**src/rtl/sync_req_arbiter.sv**
```systemverilog
// Round-robin arbiter for asynchronous event requests.
// Each request line is synchronised, rising-edge detected and latched as pending;
// pending requests are granted one at a time over a valid/ready handshake.
module sync_req_arbiter #(
    parameter int unsigned N_REQ     = 4,
    parameter int unsigned NO_STAGES = 2,
    parameter int unsigned ID_W      = $clog2(N_REQ)
) (
    input  logic              i_clk,
    input  logic              i_arst_n,
    input  logic [N_REQ-1:0]  i_async_req,
    input  logic              i_grant_ready,
    input  logic              i_clr_ovf,
    output logic              o_grant_valid,
    output logic [ID_W-1:0]   o_grant_id,
    output logic [N_REQ-1:0]  o_pending,
    output logic [N_REQ-1:0]  o_overflow
);

    typedef enum logic [0:0] {StIdle, StGrant} state_e;

    localparam logic [ID_W-1:0] LastId = ID_W'(N_REQ - 1);
    localparam logic [ID_W:0]   NReqW  = (ID_W + 1)'(N_REQ);

    logic [N_REQ-1:0] sync_q [NO_STAGES];
    logic [N_REQ-1:0] sync_d [NO_STAGES];
    logic [N_REQ-1:0] prev_q, prev_d;
    logic [N_REQ-1:0] pending_q, pending_d;
    logic [N_REQ-1:0] ovf_q, ovf_d;
    logic [ID_W-1:0]  ptr_q, ptr_d;
    logic [ID_W-1:0]  grant_id_q, grant_id_d;
    state_e           state_q, state_d;

    logic [N_REQ-1:0] synced;
    logic [N_REQ-1:0] rise;
    logic [N_REQ-1:0] consume;
    logic             handshake;
    logic [ID_W-1:0]  winner;
    logic             found;
    logic [ID_W:0]    cand_sum;
    logic [ID_W-1:0]  cand;

    // Plain flop chain per bit, then rising-edge detect on the last stage.
    always_comb begin
        sync_d[0] = i_async_req;
        for (int unsigned s = 1; s < NO_STAGES; s++) begin
            sync_d[s] = sync_q[s-1];
        end
        synced = sync_q[NO_STAGES-1];
        prev_d = synced;
        rise   = synced & ~prev_q;
    end

    // Round-robin pick: first pending index at or after ptr, wrapping around.
    always_comb begin
        winner   = '0;
        found    = 1'b0;
        cand_sum = '0;
        cand     = '0;
        for (int unsigned i = 0; i < N_REQ; i++) begin
            cand_sum = {1'b0, ptr_q} + (ID_W + 1)'(i);
            if (cand_sum >= NReqW) begin
                cand_sum = cand_sum - NReqW;
            end
            cand = cand_sum[ID_W-1:0];
            if (!found && pending_q[cand]) begin
                found  = 1'b1;
                winner = cand;
            end
        end
    end

    // Grant FSM: register a winner from IDLE, hold it until the handshake.
    always_comb begin
        state_d    = state_q;
        grant_id_d = grant_id_q;
        ptr_d      = ptr_q;
        handshake  = 1'b0;
        case (state_q)
            StIdle: begin
                if (found) begin
                    grant_id_d = winner;
                    state_d    = StGrant;
                end
            end
            StGrant: begin
                if (i_grant_ready) begin
                    handshake = 1'b1;
                    ptr_d     = (grant_id_q == LastId) ? '0 : grant_id_q + ID_W'(1);
                    state_d   = StIdle;
                end
            end
            default: state_d = StIdle;
        endcase
    end

    // Pending/overflow update; a rise coinciding with its own consume re-queues cleanly.
    always_comb begin
        consume = '0;
        if (handshake) begin
            consume[grant_id_q] = 1'b1;
        end
        pending_d = (pending_q & ~consume) | rise;
        ovf_d     = (i_clr_ovf ? '0 : ovf_q) | (rise & pending_q & ~consume);
    end

    // State registers with synchronous active-low reset.
    always_ff @(posedge i_clk) begin
        if (!i_arst_n) begin
            for (int unsigned s = 0; s < NO_STAGES; s++) begin
                sync_q[s] <= '0;
            end
            prev_q     <= '0;
            pending_q  <= '0;
            ovf_q      <= '0;
            ptr_q      <= '0;
            grant_id_q <= '0;
            state_q    <= StIdle;
        end else begin
            for (int unsigned s = 0; s < NO_STAGES; s++) begin
                sync_q[s] <= sync_d[s];
            end
            prev_q     <= prev_d;
            pending_q  <= pending_d;
            ovf_q      <= ovf_d;
            ptr_q      <= ptr_d;
            grant_id_q <= grant_id_d;
            state_q    <= state_d;
        end
    end

    assign o_grant_valid = (state_q == StGrant);
    assign o_grant_id    = grant_id_q;
    assign o_pending     = pending_q;
    assign o_overflow    = ovf_q;

endmodule

```
**config.mk**
```make
export PLATFORM = sky130hd
export DESIGN_NAME = sync_req_arbiter
export DESIGN_NICKNAME = d
export VERILOG_FILES = /design/src/rtl/sync_req_arbiter.sv
export SDC_FILE = /design/constraint.sdc
export NUM_CORES = 1
export LEC_CHECK = 0
export BUFFER_PORTS_ARGS = -buffer_cell sky130_fd_sc_hd__buf_2
export CORE_AREA = 2 2 49 51
export CTS_CLUSTER_SIZE = 10
export DETAILED_ROUTE_END_ITERATION = 10
export DIE_AREA = 0 0 51 53
export PLACE_DENSITY = 0.7
export REMOVE_ABC_BUFFERS = 1
export SETUP_SLACK_MARGIN = 0.4
export SLEW_MARGIN = 20
export SYNTH_ARGS = -nofsm -noshare
export SYNTH_HDL_FRONTEND = slang
export SYNTH_SLANG_ARGS = --single-unit
export TNS_END_PERCENT = 50
```
**constraint.sdc**
```tcl
create_clock -name i_clk -period 1.4 [get_ports i_clk]
set_input_delay 0.28 -clock i_clk [delete_from_list [all_inputs] [get_ports i_clk]]
set_output_delay 0.28 -clock i_clk [all_outputs]
set_load 0.03 [all_outputs]
```
### After elaboration in Yosys (flattened, before gate mapping)

Memories as Yosys holds them, arrays and structs flattened.
Index checks and enable logic that the tools add are counted.

* memories kept: 1
* bits in writable memories: 8
* output and inout bits: 11
* bits of input ports: 8
* flip-flop bits (word level): 17
* logic and storage cells: 80

Memory list
* sync_q: words 2, bits a word 4, rd ports 2, clocked after memory_dff 0, wr ports 2, RTL line 25 `logic [N_REQ-1:0] sync_q [NO_STAGES];`

* add/subtract/negate cells: 8
* reductions and logical operators: 9
* magnitude comparators: 10
* mux-type cells: 34
* equal/unequal tests: 1
* bitwise gates (word level): 11

Operator list (count)
* two-way mux 2 bit: 9
* AND 4 bit: 4
* two-way mux 4 bit: 4
* less-than comparator 2 x 3 -> 1 bit (second input constant): 5
* two-way mux 1 bit: 15
* >= comparator 3 bit (second input constant): 3
* binary-select mux 1 bit (select 2 bit): 4
* NOT 4 bit: 2
* OR 4 bit: 2
* subtractor 2 x 1 -> 2 bit (second input constant): 4
* adder 2 x 2 -> 3 bit (second input constant): 2
* logical AND 1 bit: 4
* AND reduction 2 bit: 2
* adder 2 x 1 -> 3 bit (second input constant): 1
* >= comparator 2 x 3 -> 1 bit (second input constant): 1
* logical NOT 1 bit: 3
* adder 2 x 1 -> 2 bit (second input constant): 1
* demux 1 bit (select 2 bit): 1
* == test 2 bit (second input constant): 1
* >= comparator 2 x 1 -> 1 bit (second input constant): 1
* OR 1 bit: 2
* one-hot mux 1 bit (2 select lines): 1
* NOT 1 bit: 1

### Longest topological paths before layout

Gate-level depths: netlist (run 1).

* word-level depth: 16
* depth in mapped cells: 5
* depth with buffers taken out: 5

### Least setup slack after synthesis (run 1)

OpenSTA, ideal clock, no wires.

* path type: register -> register
* start: register state_q (netlist: o_grant_valid)
* end: register ovf_q[3] (netlist: o_overflow[3])
* required time: 1.282 ns
* clock period less this slack: 1.340 ns
* setup slack: 0.060 ns
* setup time: 0.118 ns
* stages on the path, launching flop included: 6
* arrival: 1.222 ns
* buffers on the path: 1
* cells stage by stage: dfxtp_1 -> and2_1 -> clkbuf_1 -> nand2_1 -> a32oi_1 -> nor2b_1

* cells in the longest elaborated chain, start to end: 5

RTL lines
* start, declared: RTL line 32 `state_e state_q, state_d;`
* start signal, assigned: RTL line 118 `state_q <= StIdle;`
* start signal, assigned: RTL line 128 `state_q <= state_d;`
* two-way mux 1 bit: RTL line 79 `case (state_q)`
* two-way mux 4 bit: RTL line 100 `if (handshake) begin`
* NOT 4 bit: RTL line 104 `ovf_d = (i_clr_ovf ? '0 : ovf_q) | (rise & pending_q & ~consume);`
* AND 4 bit: RTL line 104
* OR 4 bit: RTL line 104
* end signal, assigned: RTL line 125 `ovf_q <= ovf_d;`
* end, declared: RTL line 29 `logic [N_REQ-1:0] ovf_q, ovf_d;`

No other way between the ends.
A chain may end at the register's enable or synchronous reset.

### Worst setup path in the final report (run 1)

* start: register pending_q[2] (netlist: o_pending[2])
* end: register grant_id_q[0] (netlist: o_grant_id[0])

* cells in the longest elaborated chain, start to end: 13
* elaborated cells between the ends (all ways): 23
* those cells by class: mux: 16; reduce/logical: 7

RTL lines
* start, declared: RTL line 28 `logic [N_REQ-1:0] pending_q, pending_d;`
* start signal, assigned: RTL line 124 `pending_q <= pending_d;`
* binary-select mux 1 bit (select 2 bit): RTL line 66 `if (!found && pending_q[cand]) begin`
* two-way mux 1 bit (implied by the code): RTL line 66
* two-way mux 1 bit: RTL line 66
* logical NOT 1 bit: RTL line 66
* logical AND 1 bit: RTL line 66
* two-way mux 1 bit: RTL line 66
* logical NOT 1 bit: RTL line 66
* logical AND 1 bit: RTL line 66
* two-way mux 1 bit: RTL line 66
* logical NOT 1 bit: RTL line 66
* logical AND 1 bit: RTL line 66
* two-way mux 1 bit: RTL line 66
* AND reduction 2 bit (no source line)
* end signal, assigned: RTL line 127 `grant_id_q <= grant_id_d;`
* end, declared: RTL line 31 `logic [ID_W-1:0] grant_id_q, grant_id_d;`

Parallel ways exist; a longest one is shown, timed or not. The select of a mux whose other input is x is not followed.

==> results of run 1 <==
## cell families after synthesis
| family | after synthesis |
|---|---|
| muxes | 1 |
| AOI/OAI and AO/OA | 22 |
| DFF | 25 |
| and+or+nand+nor | 45 |
| adders and majority gates | 4 |
| buffers and inverters | 12 |
## critical path, stage by stage, from the launching register on
cell and delay (ps):
dfxtp_4 400, buf_6 130, mux2i_1 130, nor2_1 50
a221o_1 260, o22ai_1 150
## metal layers
| layer | GRT usage | routed length, um | part of all wire | up-vias |
|---|---|---|---|---|
| li1 | - | - | - | 412 |
| met1 | 0.174 | 819 | 0.42 | 386 |
| met2 | 0.299 | 1030 | 0.52 | 15 |
| met3 | 0.0537 | 86 | 0.044 | 4 |
| met4 | 0.0766 | 25 | 0.013 | 0 |
| met5 | 0 | 0 | 0 | - |
## sequential cells by signal, indices dropped and copies added, names as in the netlist
signal	count
ptr_q	2
prev_q	4
o_grant_id	2
sync_q	8
o_grant_valid	1
o_pending	4
o_overflow	4
## final timing paths
check                      start            end  slack, ps  cells after the start
setup / recovery    o_pending[2]  o_grant_id[0]        200                      5
hold / removal    i_async_req[0]   sync_q[0][0]        160                      2
setup reg to reg    o_pending[2]  o_grant_id[0]        200                      5
hold reg to reg     sync_q[0][2]   sync_q[0][6]        440                      1
## placed cells by master (no fill, tap or decap), types with 5 or more instances in the layout
cell / netlist / final
nor2b_1: 7 / 7
buf_4: 1 / 9
buf_6: 1 / 10
buf_2: 0 / 8
dfxtp_1: 25 / 13
inv_1: 7 / 5
nand2_1: 13 / 13
dfxtp_4: 0 / 8
a21oi_1: 6 / 6
nand2b_1: 5 / 5
and2_1: 13 / 12
## stage by stage
step	cells	power, mW	util
2_1_floorplan	104	0.936	-
3_3_place_gp	150	0.997	0.520
3_5_place_dp	150	1.00	0.520
4_1_cts	160	1.38	0.606
5_1_grt	163	1.48	0.632
6_report	163	1.39	0.632
## final cells by class
cell class | instances | area [sq um] | area share
Clock buffer | 3 | 22.5 | 0.0166
Clock inverter | 1 | 5.00 | 0.00369
Multi-Input combinational cell | 72 | 508 | 0.374
Timing Repair Buffer | 27 | 220 | 0.162
Tap cell | 28 | 35.0 | 0.0258
Inverter | 7 | 31.3 | 0.0230
Sequential cell | 25 | 536 | 0.394
## where the power goes
group / switching (mW) / internal [mW]
logic: 0.134 / 0.133
registers: 0.0525 / 0.749
clock network: 0.209 / 0.107
## what timing repair did
item                       in CTS  in global routing
buffers inserted                6                  3
gates resized for setup        45                 14
pin swaps                       5                  2
setup endpoints to repair      23                 22
gates cloned                    0                  0
hold buffers                    0                  0
==> metrics.yaml, run 1 <==
critical_path:
  crit_type: "reg2reg"
  cp.arrival_ps: 1440
  cp_max_fo: 6
  start_kind: "register"
  worstSetupEndpointType: "register"
  cp_data_required_time_ps: 1650
clocking:
  root_buffer: "clkbuf_4"
  clock_tree.buffer_depth: 2
  cts.clk_slew.worst_paths_ps: 130
  clk_latency_ps: 320
  cts_made_buffers: 3
  cts_tree: "built"
  cts_num_sinks: 25
  cts_max_level: 1
routing:
  drc: 0
  wl_per_cell_um: 12.0
  drtIter0Drc: 3
  vias: 817
  drt_wl_total_um: 1960
  avgViaCountPerCell: 5.01
  drtPass1Iterations: 4
  ant_nets: 0
min_path:
  hp-class: "in2reg"
logic_synthesis:
  yosys.area_share.adder: 0.0490
  yosysSeqAreaShare: 0.490
  synth_cell_types: 26
  async_reset_ff_frac: 0
  synth.area.top_cells: "dfxtp_1 49%, and2_1 8.0%, ha_1 4.9%"
  postSynthAreaPerCell_sq_um: 9.38
  ys_warn_count: 0
  syn_area_sq_mm: 0.00102
  synth_top_family_by_area: "simple AND/OR/NAND/NOR gates"
  synth_ff_type: "dfxtp_1"
  synth_top_cell_by_area: "dfxtp_1"
  synth_common_cells: "25 x dfxtp_1, 13 x and2_1, 13 x nand2_1"
  synth_xor_area_frac: 0
  muxShareOfSynthArea: 0.00979
  ys_ff_latch: 25
  yosys.area_share.simple: 0.246
  synthCells: 109
  yosysMostFrequentCell: "dfxtp_1"
  synth-edff-count: 0
  synth-compound-area-share: 0.151
  synth_top_area_frac: 0.490
grt:
  grt_max_degree: 27
  grt_remaining_overflow: 0
  grt_usage: 0.166
  antenna_found_initial: 0
  grt_pass1_vias: 760
  grt_first_pass_wirelength_um: 3280
finish:
  area_delta_synth_final_pct: 32.8
  layout-drive-gt1-share: 0.370
  antenna_cells: 0
  nets: 148
  nFillCells: 193
  fin_area_sq_mm: 0.00136
floorplanning:
  coreArea_sq_mm: 0.00215
  die-area_sq_mm: 0.00270
  ios: 19
  die_y_um: 53
  die_x_um: 51
  initial_core_util: 0.476
  row_count: 17
timing:
  hold_violations: 0
  period_needed_ps: 1200
  setup_slack_ps: 203
  fmax_mhz: 836
  max-slew-margin-rel: 0.777
  setup_viol: 0
  fin_hold_ws_ps: 159
  worstMarginPinSlew_ps: 334
  drv_slew: 0
  rsz0062_at_grt: "yes"
  finalCritPeriodShare: 0.855
  fin_worst_skew_ps: 7.13
  setup_tns_ps: 0
placement:
  dpl_worst_slack_ps: 137
  port_buffers: 18
  placedInstanceArea_sq_mm: 0.00112
  routabilityCongestion: 0.867
  dp_hpwl_um: 1320
pwr:
  p_per_area_mw_per_mm2: 1020
  p_leak_nw: 0.550
  irDropWorstVdd_mv: 0.705
flow_run:
  maxCapViolCount: 0
run_status:
  status: "completed"
(Power assumes the default switching activity.)
==> run 2: changes to the inputs <==
--- a/config.mk
+++ b/config.mk
@@ -6,11 +6,11 @@
 export NUM_CORES = 1
 export LEC_CHECK = 0
 export BUFFER_PORTS_ARGS = -buffer_cell sky130_fd_sc_hd__buf_2
-export CORE_AREA = 2 2 49 51
+export CAP_MARGIN = 20
+export CORE_AREA = 2 2 51 53
 export CTS_CLUSTER_SIZE = 10
 export DETAILED_ROUTE_END_ITERATION = 10
-export DIE_AREA = 0 0 51 53
-export PLACE_DENSITY = 0.7
+export DIE_AREA = 0 0 53 55
 export REMOVE_ABC_BUFFERS = 1
 export SETUP_SLACK_MARGIN = 0.4
 export SLEW_MARGIN = 20
==> run 2 against run 1 <==
Compared with the run above: total power grew 1.6%; combinational power about the same; critical path type unchanged; sequential power about the same; via count increased by 0.12%; clock skew increased by 5.6 ps; largest cell class unchanged; die area increased by 7.8%; core utilization down 5.9 points; flip-flop and latch count stayed put.
==> metrics.yaml, run 2 (synthesis gave the netlist of run 1 again) <==
finish:
  area_delta_synth_final_pct: 32.6
  layout-drive-gt1-share: 0.383  # +0.0131
  final_cells: 163  # unchanged
  nets: 146  # -1.4%
  largest_reg_flops: 8  # unchanged
  finish.utilization: 0.573  # -0.0589
  antenna_cells: 0  # unchanged
  largest-register: "sync_q"
  mostFrequentLayoutCells: "12 x nand2_1, 12 x and2_1, 12 x dfxtp_1"
flow_run:
  maxCapViolCount: 0  # unchanged
min_path:
  hp-class: "in2reg"
pwr:
  p_clk_frac: 0.242  # +0.014
  pwr-share-comb: 0.190  # -0.003
  finalPower_mw: 1.41  # +1.6%
  p_per_area_mw_per_mm2: 1040  # +1.8%
  sw_frac_of_total: 0.294  # +0.00810
  p_leak_nw: 0.541  # -1.7%
  irDropWorstVdd_mv: 0.803  # +14%
  power_switching_mw: 0.413  # +4.5%
  p_int_mw: 0.995  # +0.49%
  p_seq_frac: 0.569  # -0.010
critical_path:
  critical-path-max-stage-delay_ps: 390  # about the same
  worstSetupEndpointType: "register"
  crit_buf_inv: 0  # -1
  crit_type: "reg2reg"
  slowest_stage: "dfxtp_4"
  cp_data_required_time_ps: 1660  # about the same
  cp_max_fo: 3  # -3
  crit_chain: "nor4b_4 > a31oi_1 > o32a_1 > a21oi_2"
  crit_family: "compound AO/OA/AOI/OAI gates"
  cp.arrival_ps: 1460  # +20 ps
  start_kind: "register"
floorplanning:
  initial_core_util: 0.432  # -0.0436
  row_count: 18  # +1
  ios: 19  # unchanged
  coreArea_sq_mm: 0.00236  # +10%
  die-area_sq_mm: 0.00292  # +7.8%
  die_x_um: 53  # +3.9%
  die_y_um: 55  # +3.8%
timing:
  fin_hold_ws_ps: 146  # -12.8 ps
  fin_worst_skew_ps: 12.7  # +5.58 ps
  fmax_mhz: 829  # -0.83%
  period_needed_ps: 1210  # +9.98 ps
  setup_viol: 0  # unchanged
  drv_slew: 0  # unchanged
  finalCritPeriodShare: 0.862  # +0.00713
  rsz0062_at_grt: "yes"
  max-slew-margin-rel: 0.765  # -0.0126
  hold_violations: 0  # unchanged
  setup_tns_ps: 0  # unchanged
  worstMarginPinSlew_ps: 353  # +18.9 ps
grt:
  grt_usage: 0.169  # +0.00322
  antenna_found_initial: 0  # unchanged
  grt_first_pass_wirelength_um: 3460  # +5.5%
  grt_pass1_vias: 761  # +0.13%
  grt_max_degree: 27  # unchanged
  grt_remaining_overflow: 0  # unchanged
routing:
  drtIter0Drc: 7  # +4
  drt_wl_total_um: 2150  # +10%
  vias: 818  # +0.12%
  drc: 0  # unchanged
  avgViaCountPerCell: 5.02  # +0.12%
  ant_nets: 0  # unchanged
  drtPass1Iterations: 3  # -1
  wl_per_cell_um: 13.2  # +10%
clocking:
  postCtsHoldBufs: 0  # unchanged
  cts_tree: "built"
  cts_max_level: 1  # unchanged
  cts_made_buffers: 3  # unchanged
  cts_num_sinks: 25  # unchanged
  cts.clk_slew.worst_paths_ps: 150  # +20 ps
  root_buffer: "clkbuf_4"
  clock_tree.buffer_depth: 2  # unchanged
  clk_latency_ps: 330  # about the same
placement:
  dp_hpwl_um: 1340  # +2.1%
  dpl.cell_count: 152  # +1.3%
  routabilityCongestion: 0.845  # -2.6%
  port_buffers: 18  # unchanged
run_status:
  status: "completed"
## run 2: stage by stage
stage	area [sq um]	worst slack (ps)
after floorplan	992	54.7
after global placement	1120	155
after detailed placement	1120	111
after CTS	1270	192
after global routing	1360	116
final	1360	193
## run 2: path summary, 6_finish.rpt
| path | from | end | slack [ps] | cells past startpoint |
|---|---|---|---|---|
| worst min-delay path | i_async_req[2] | sync_q[0][2] | 150 | 2 |
| worst max-delay path | ptr_q[0] | o_grant_id[1] | 190 | 4 |
| worst min register to register | sync_q[0][3] | sync_q[0][7] | 450 | 1 |
| worst max register to register | ptr_q[0] | o_grant_id[1] | 190 | 4 |
## run 2: power groups by stage
stage	logic, mW	clock network (mW)	registers [mW]
floorplan	0.0993	0	0.837
global placement	0.194	0	0.805
detailed placement	0.196	0	0.807
CTS	0.243	0.353	0.790
global route	0.299	0.383	0.808
finish	0.267	0.340	0.800
## run 2: repair_timing
item                       4_1_cts  5_1_grt
setup endpoints to repair       23       24
buffers inserted                 5        2
resized for setup               36       22
gates cloned                     0        0
pin swaps                        4        2
## run 2: final cells by class
cell class / instances / area (sq um)
clock buffer: 3 / 22.5
clock inverter: 1 / 8.76
fill: 232 / 1010
inverter: 7 / 26.3
multi-input combinational: 72 / 519
sequential: 25 / 537
tap: 30 / 37.5
timing repair buffer: 25 / 204
## run 2: per-layer routing
metal	part of all wire	track usage
met2	0.50	0.300
met4	0.038	0.111
met1	0.43	0.190
met5	0	0
met3	0.028	0.0242
